### config.mk
export PLATFORM = sky130hd
export DESIGN_NAME = biriscv_muldiv_sched
export DESIGN_NICKNAME = d
export VERILOG_FILES = /design/src/rtl/biriscv_muldiv_sched_pkg.sv /design/src/rtl/biriscv_muldiv_sched.sv
export SDC_FILE = /design/constraint.sdc
export NUM_CORES = 1
export LEC_CHECK = 0
export BUFFER_PORTS_ARGS = -buffer_cell sky130_fd_sc_hd__buf_4
export CORE_ASPECT_RATIO = 1.1
export CORE_MARGIN = 2
export CORE_UTILIZATION = 46
export DETAILED_ROUTE_END_ITERATION = 7
export PLACE_DENSITY = 0.87
export SLEW_MARGIN = 10
export SYNTH_ARGS = -nofsm -noshare
export SYNTH_HDL_FRONTEND = slang
export SYNTH_SLANG_ARGS = --single-unit
### constraint.sdc
create_clock -name clk_i -period 2.45 [get_ports clk_i]
set_input_delay 0 -clock clk_i [delete_from_list [all_inputs] [get_ports clk_i]]
set_output_delay 0 -clock clk_i [all_outputs]
set_load 0.05 [all_outputs]
### src/rtl/biriscv_muldiv_sched_pkg.sv
// Shared definitions for the mul/div unit scheduler: op codes, FSM state
// encoding and a helper that tells reserved ops apart from real unit ops.
package biriscv_defs;

    localparam logic [2:0] MULDIV_OP_DIV  = 3'd0;
    localparam logic [2:0] MULDIV_OP_DIVU = 3'd1;
    localparam logic [2:0] MULDIV_OP_REM  = 3'd2;
    localparam logic [2:0] MULDIV_OP_REMU = 3'd3;
    localparam logic [2:0] MULDIV_OP_MULE = 3'd4;
    localparam logic [2:0] MULDIV_OP_CBM  = 3'd5;

    typedef enum logic [1:0] {
        ST_IDLE = 2'd0,
        ST_RUN  = 2'd1,
        ST_HOLD = 2'd2
    } muldiv_state_e;

    // Codes above CBM never reach the unit; they complete with a zero result.
    function automatic logic is_reserved_op(input logic [2:0] op);
        return op > MULDIV_OP_CBM;
    endfunction

endpackage

### src/rtl/biriscv_muldiv_sched.sv
// Arbitrates the two issue slots onto the shared iterative div/custom unit,
// sequences start/abort/timeout and holds the result until writeback takes it.
module biriscv_muldiv_sched
    import biriscv_defs::*;
#(
    parameter int TIMEOUT_CYCLES = 64,
    parameter int CNT_W          = 7
) (
    input  logic        clk_i,
    input  logic        rst_i,
    input  logic        req0_valid_i,
    input  logic [2:0]  req0_op_i,
    input  logic [31:0] req0_ra_i,
    input  logic [31:0] req0_rb_i,
    input  logic [4:0]  req0_rd_i,
    input  logic        req1_valid_i,
    input  logic [2:0]  req1_op_i,
    input  logic [31:0] req1_ra_i,
    input  logic [31:0] req1_rb_i,
    input  logic [4:0]  req1_rd_i,
    output logic        req0_accept_o,
    output logic        req1_accept_o,
    output logic        unit_start_o,
    output logic [2:0]  unit_op_o,
    output logic [31:0] unit_ra_o,
    output logic [31:0] unit_rb_o,
    output logic        unit_abort_o,
    input  logic        unit_done_i,
    input  logic [31:0] unit_result_i,
    input  logic        flush_i,
    output logic        wb_valid_o,
    output logic [4:0]  wb_rd_o,
    output logic [31:0] wb_value_o,
    input  logic        wb_ready_i,
    output logic        busy_o,
    output logic [4:0]  busy_rd_o,
    output logic        timeout_o
);

    localparam logic [CNT_W-1:0] TIMEOUT_CNT = CNT_W'(TIMEOUT_CYCLES);

    muldiv_state_e     state_q, state_d;
    logic [CNT_W-1:0]  cnt_q, cnt_d;
    logic [2:0]        op_q, op_d;
    logic [31:0]       ra_q, ra_d;
    logic [31:0]       rb_q, rb_d;
    logic [4:0]        rd_q, rd_d;
    logic [31:0]       value_q, value_d;
    logic              start_q, start_d;
    logic              abort_q, abort_d;
    logic              timeout_q, timeout_d;
    logic              accept0, accept1;
    logic [2:0]        sel_op;

    assign sel_op = accept0 ? req0_op_i : req1_op_i;

    // NOTE: every signal driven here gets a default first so no path leaves
    // one unassigned, which would otherwise infer a latch.
    always_comb begin
        state_d   = state_q;
        cnt_d     = cnt_q;
        op_d      = op_q;
        ra_d      = ra_q;
        rb_d      = rb_q;
        rd_d      = rd_q;
        value_d   = value_q;
        start_d   = 1'b0;
        abort_d   = 1'b0;
        timeout_d = 1'b0;
        accept0   = 1'b0;
        accept1   = 1'b0;

        case (state_q)
            ST_IDLE: begin
                accept0 = req0_valid_i & ~flush_i;
                accept1 = req1_valid_i & ~req0_valid_i & ~flush_i;
                if (accept0 || accept1) begin
                    op_d    = sel_op;
                    ra_d    = accept0 ? req0_ra_i : req1_ra_i;
                    rb_d    = accept0 ? req0_rb_i : req1_rb_i;
                    rd_d    = accept0 ? req0_rd_i : req1_rd_i;
                    value_d = '0;
                    cnt_d   = '0;
                    if (is_reserved_op(sel_op)) begin
                        state_d = ST_HOLD;
                    end else begin
                        state_d = ST_RUN;
                        start_d = 1'b1;
                    end
                end
            end
            ST_RUN: begin
                cnt_d = cnt_q + 1'b1;
                // The first RUN cycle carries the start pulse, so done is not trusted yet.
                if ((cnt_q != '0) && unit_done_i) begin
                    value_d = unit_result_i;
                    state_d = ST_HOLD;
                end else if (cnt_d == TIMEOUT_CNT) begin
                    value_d   = 32'hFFFF_FFFF;
                    abort_d   = 1'b1;
                    timeout_d = 1'b1;
                    state_d   = ST_HOLD;
                end
            end
            ST_HOLD: begin
                if (wb_ready_i) state_d = ST_IDLE;
            end
            default: state_d = ST_IDLE;
        endcase

        if (flush_i) begin
            state_d   = ST_IDLE;
            value_d   = value_q;
            abort_d   = (state_q == ST_RUN);
            timeout_d = 1'b0;
        end
    end

    // NOTE: state is updated with non-blocking assignments so every register
    // samples the pre-edge value of the others, matching the hardware.
    always_ff @(posedge clk_i) begin
        if (rst_i) begin
            // NOTE: latched payload is reset too, because these registers feed
            // outputs directly and must read 0 straight out of reset.
            state_q   <= ST_IDLE;
            cnt_q     <= '0;
            op_q      <= '0;
            ra_q      <= '0;
            rb_q      <= '0;
            rd_q      <= '0;
            value_q   <= '0;
            start_q   <= 1'b0;
            abort_q   <= 1'b0;
            timeout_q <= 1'b0;
        end else begin
            state_q   <= state_d;
            cnt_q     <= cnt_d;
            op_q      <= op_d;
            ra_q      <= ra_d;
            rb_q      <= rb_d;
            rd_q      <= rd_d;
            value_q   <= value_d;
            start_q   <= start_d;
            abort_q   <= abort_d;
            timeout_q <= timeout_d;
        end
    end

    assign req0_accept_o = accept0;
    assign req1_accept_o = accept1;
    assign unit_start_o  = start_q;
    assign unit_op_o     = op_q;
    assign unit_ra_o     = ra_q;
    assign unit_rb_o     = rb_q;
    assign unit_abort_o  = abort_q;
    assign timeout_o     = timeout_q;
    assign wb_valid_o    = (state_q == ST_HOLD);
    assign wb_rd_o       = rd_q;
    assign wb_value_o    = value_q;
    assign busy_o        = (state_q != ST_IDLE);
    assign busy_rd_o     = (state_q != ST_IDLE) ? rd_q : 5'd0;

endmodule

Yosys cells after proc, flatten, opt, wreduce, memory -nomap -nowiden
Cells that the tools add are included.

Input bits: 183. Register bits: 116. Logic and storage cells: 61. Output and inout bits: 116.

Order comparisons: 1. Muxes and demuxes: 24. Bitwise gates (word level): 7. Add/sub/neg operators: 1. Eq/ne operators: 6. Reduce and logical (&&, ||, !) cells: 12.

Operator list (count): 32-bit two-way mux (5); 32-bit case mux with 2 select lines (1); 7-bit case mux with 2 select lines (1); 2-bit two-way mux (5); 5-bit two-way mux (2); 7-bit by 1-bit adder with 7-bit output (second input constant) (1); 7-bit == test (second input constant) (1); 1-bit two-way mux (7); 7-bit two-way mux (1); 7-bit nonzero test (1); 2-bit case mux with 3 select lines (1); 1-bit NOT (4); 2-bit AND reduction (2); 4-bit AND reduction (1); 2-bit nonzero test (2); 1-bit AND (3); 3-bit > comparator (second input constant) (1); 3-bit two-way mux (1); 3-bit != test (second input constant) (1); 3-bit AND reduction (1); 3-bit OR reduction (1); 2-bit by 1-bit == test with 1-bit output (second input constant) (1); 2-bit == test (second input constant) (1); 2-bit logical NOT (1); other kinds (5) (5).

Depth between registers and ports, before layout
Word-level depth: 8. Mapped depth: 8. Mapped depth without buffers: 7.

Worst setup path after synthesis
Ideal clock, no wire load.

Path type: reg2out. From: register state_q[1]. To: output port req1_accept_o. Slack: -108 ps. Required time: 2450 ps. Data arrival time: 2558 ps. Cell stages (with the launch flop): 5. Path buffers: 2. Cells stage by stage: dfxtp_1 > buf_6 > or2_1 > buf_2 > nor4b_1.

Longest elaborated chain between the ends: 2.

Ends and longest elaborated chain: start: declaration (RTL line biriscv_muldiv_sched.sv:42) `muldiv_state_e state_q, state_d;`; start signal: assignment (RTL line biriscv_muldiv_sched.sv:136) `state_q <= state_d;`; 2-bit logical NOT (RTL line biriscv_muldiv_sched.sv:73) `case (state_q)`; 1-bit two-way mux (RTL line biriscv_muldiv_sched.sv:73); end: declaration (RTL line biriscv_muldiv_sched.sv:22) `output logic req1_accept_o,`.

No other way between the ends.

Worst setup path after layout
From: input port flush_i. To: register ra_q[6], in the netlist unit_ra_o[6].

Longest elaborated chain between the ends: 4. Elaborated cells between the ends (all ways): 6. Classes of those cells: mux (1); bitwise (3); reduce/logical (2).

Ends and longest elaborated chain: start: declaration (RTL line biriscv_muldiv_sched.sv:30) `input logic flush_i,`; 1-bit NOT (no source line) *; 1-bit AND, on equally long branches (RTL line biriscv_muldiv_sched.sv:75, biriscv_muldiv_sched.sv:76); 1-bit logical OR (RTL line biriscv_muldiv_sched.sv:77) `if (accept0 || accept1) begin`; 2-bit AND reduction (no source line); end signal: assignment (RTL line biriscv_muldiv_sched.sv:139) `ra_q <= ra_d;`; end: declaration (RTL line biriscv_muldiv_sched.sv:45) `logic [31:0] ra_q, ra_d;`.

Every way passes the cells marked *; elsewhere a longest branch is shown, timed or not. A chain may end at the register's enable or synchronous reset.

==> metrics.csv <==
metric,value,unit
outcome,"finished, final reports clean",
initial DRC count,503,
Psw,0.00194,W
Die X,112,um
max cap viols,0,
Post-CTS Resized,0,
IO Port Bufs,298,
Max Clock Freq,428,MHz
first-pass iteration count of the detailed router,5,
core area,0.0126,mm^2
Final Non-Filler Cells,1195,
Inst Count DP,1023,
largest net degree at the start of global routing,73,
fin util,0.806,
"Clk Latency, worst-skew pair",0.41,ns
Worst-path clk slew,0.06,ns
"Primary FF master, synth",dfxtp_1,
internal power,0.00405,W
dpl ws,0.364,ns
maximum vdd drop,0.000433,V
"Seq/Total Area, Yosys",0.391,
number of global-route vias before repair,7243,
Final Cycle Share,0.953,
CTS tree,done,
post-DP HPWL,13300,um
antenna fix cells,0,
unrepaired setup endpoints after global routing,no,
I/O pin cnt,299,
Overall Global Routing Usage,0.358,
cts bufs inserted,17,
"commonest cells after routing, fill and taps aside","buf_4 (311), dlygate4sd3_1 (141), dfxtp_1 (116), nor2_1 (113), mux2i_1 (74)",
Clk pwr share,0.368,
GRT overflow,0,
vias per inst,5.78,
Sink Count,116,
Worst Path Max Fanout,30,
Slew @ Worst Pin,0.720,ns
Initial Util,0.472,
Sw Share,0.324,
PD cells,591,mW/mm^2
CTS max path bufs,2,
setup TNS,0,ns
ys async rst share,0,
"commonest non-fill, non-tap cell in the layout",buf_4,
Leak Pwr,4.61,nW
Vias,6913,
FF+latch area,0.00232,mm^2
fill count,674,
hold_buf cts,141,
H-tree depth,4,
Synth cell types,46,
final net count,1212,
endpoint type of the worst setup path,flop,
Synthesized Nets,800,
Critical Path AT,2.59,ns
area of the multi-input gates,0.00325,mm^2
die height,123,um
RePlAce Congestion,0.904,
Rows,43,
Max Slew Vio Count,0,
post-CTS setup buffers,0,
fraction of layout cells with a size suffix above 1,0.376,
Area Growth Syn to Fin,70.8,%
Avg WL per Cell,21.3,um
final setup fails,0,
hold crit path type,primary input to flop,
Mapped Avg Cell Area,9.68,um^2
Slew Limit Headroom,0.520,
data required time at the worst endpoint,2.71,ns
Ys Warns,0,
Final min period,2.34,ns
Final ANT Viol Nets,0,
Seq cells post-synth,116,
worst r2r path cells,5,
Comb power frac,0.283,
setup slack after layout,0.115,ns
global-route wire length before repair,38600,um
DRC Markers,0,
post-synth top area cell,dfxtp_1,
routed wire length,25400,um
sequential share of power,0.349,
final hold violation count,0,
crit path launch type,primary input,
Final Skew,0.0128,ns
Cells after Synth,614,
CP Class,primary input to flop,
top cell type's share of synthesized area,0.391,
initial antenna violation count,0,
hold depth,3,
die area,0.0138,mm^2
Design Power,0.00600,W
top post-synthesis cells by area,"dfxtp_1 (39%), mux2i_1 (12%), a211oi_2 (7.4%)",
Post-Synthesis Cell Area,0.00594,mm^2
"EDFF count, synth",0,
Root Driver,clkbuf_16,
## sequential cells by signal, summed over array words and instances (netlist names)
register      flops
state_q           2
unit_rb_o        32
wb_value_o       32
unit_start_o      1
cnt_q             7
unit_op_o         3
unit_abort_o      1
wb_rd_o           5
timeout_o         1
unit_ra_o        32
## cells in the mapped netlist (all sizes together), types with 2 or more instances
master / count
nand2b: 5
buf: 35
nor4b: 2
o21a: 2
a21oi: 4
o21ai: 6
and2: 8
nor4: 3
nor2b: 2
nand4b: 31
a211oi: 73
o221ai: 31
clkbuf: 29
o41ai: 2
o21bai: 2
nor3: 5
inv: 4
o22a: 2
nor2: 114
xor2: 2
nand3: 3
dfxtp: 116
nand3b: 32
nand2: 9
o31ai: 3
mux2i: 74
ha: 3
## through the flow
stage / hold WS (ns) / area [um^2]
3_3_place_gp: 0.276 / 8210
5_1_grt: 0.0134 / 10100
3_5_place_dp: 0.281 / 8210
6_report: 0.00733 / 10100
2_1_floorplan: 0.104 / 5950
4_1_cts: 0.0000808 / 10100
## power by group through the flow
stage	logic, W	clock network, W	registers (W)
2_1_floorplan	0.000504	0	0.00249
3_3_place_gp	0.00138	0	0.00211
3_5_place_dp	0.00140	0	0.00211
4_1_cts	0.00161	0.00221	0.00208
5_1_grt	0.00176	0.00231	0.00210
6_report	0.00170	0.00221	0.00209
## cells by family (layout without fill, tap and decap cells)
kind of cell | Yosys count | in the layout | share of synthesized area
mux | 74 | 74 | 0.125
fa+ha+maj | 3 | 3 | 0.00632
simple gates | 220 | 220 | 0.206
flops | 116 | 116 | 0.391
compound gates | 131 | 131 | 0.201
buf+inv | 68 | 492 | 0.0678
xor+xnor | 2 | 2 | 0.00295
## metal layers
metal  track usage  up-vias  routed length, um
met2         0.665      398              13400
met5             0        -                  0
li1              -     3103                  -
met1         0.360     3291               8660
met4         0.212        0               1680
met3        0.0946      121               1640
## final cells by class
| cell class | count | share of cell area |
|---|---|---|
| Sequential cell | 116 | 0.229 |
| Multi-Input combinational cell | 430 | 0.320 |
| Timing Repair Buffer | 457 | 0.379 |
| Clock buffer | 21 | 0.0454 |
| Tap cell | 157 | 0.0194 |
| Inverter | 4 | 0.00148 |
| Clock inverter | 10 | 0.00592 |
## final timing paths
check | to | slack [ns] | from
worst max-delay path | unit_ra_o[6]$_SDFFE_PP0P_ | 0.11 | flush_i
worst min-delay path | unit_ra_o[12]$_SDFFE_PP0P_ | 0.007 | req0_ra_i[12]
worst max register to register | unit_rb_o[28]$_SDFFE_PP0P_ | 0.30 | state_q[1]$_SDFFE_PP0P_
worst min register to register | unit_ra_o[10]$_SDFFE_PP0P_ | 0.50 | unit_ra_o[10]$_SDFFE_PP0P_
## critical path, stage by stage
cell,delay (ns)
dlygate4sd3_1,0.52
buf_4,0.21
nand2b_4,0.42
buf_12,0.30
mux2i_1,0.39
dlygate4sd3_1,0.64
a211oi_2,0.08
(Power assumes the default switching activity.)
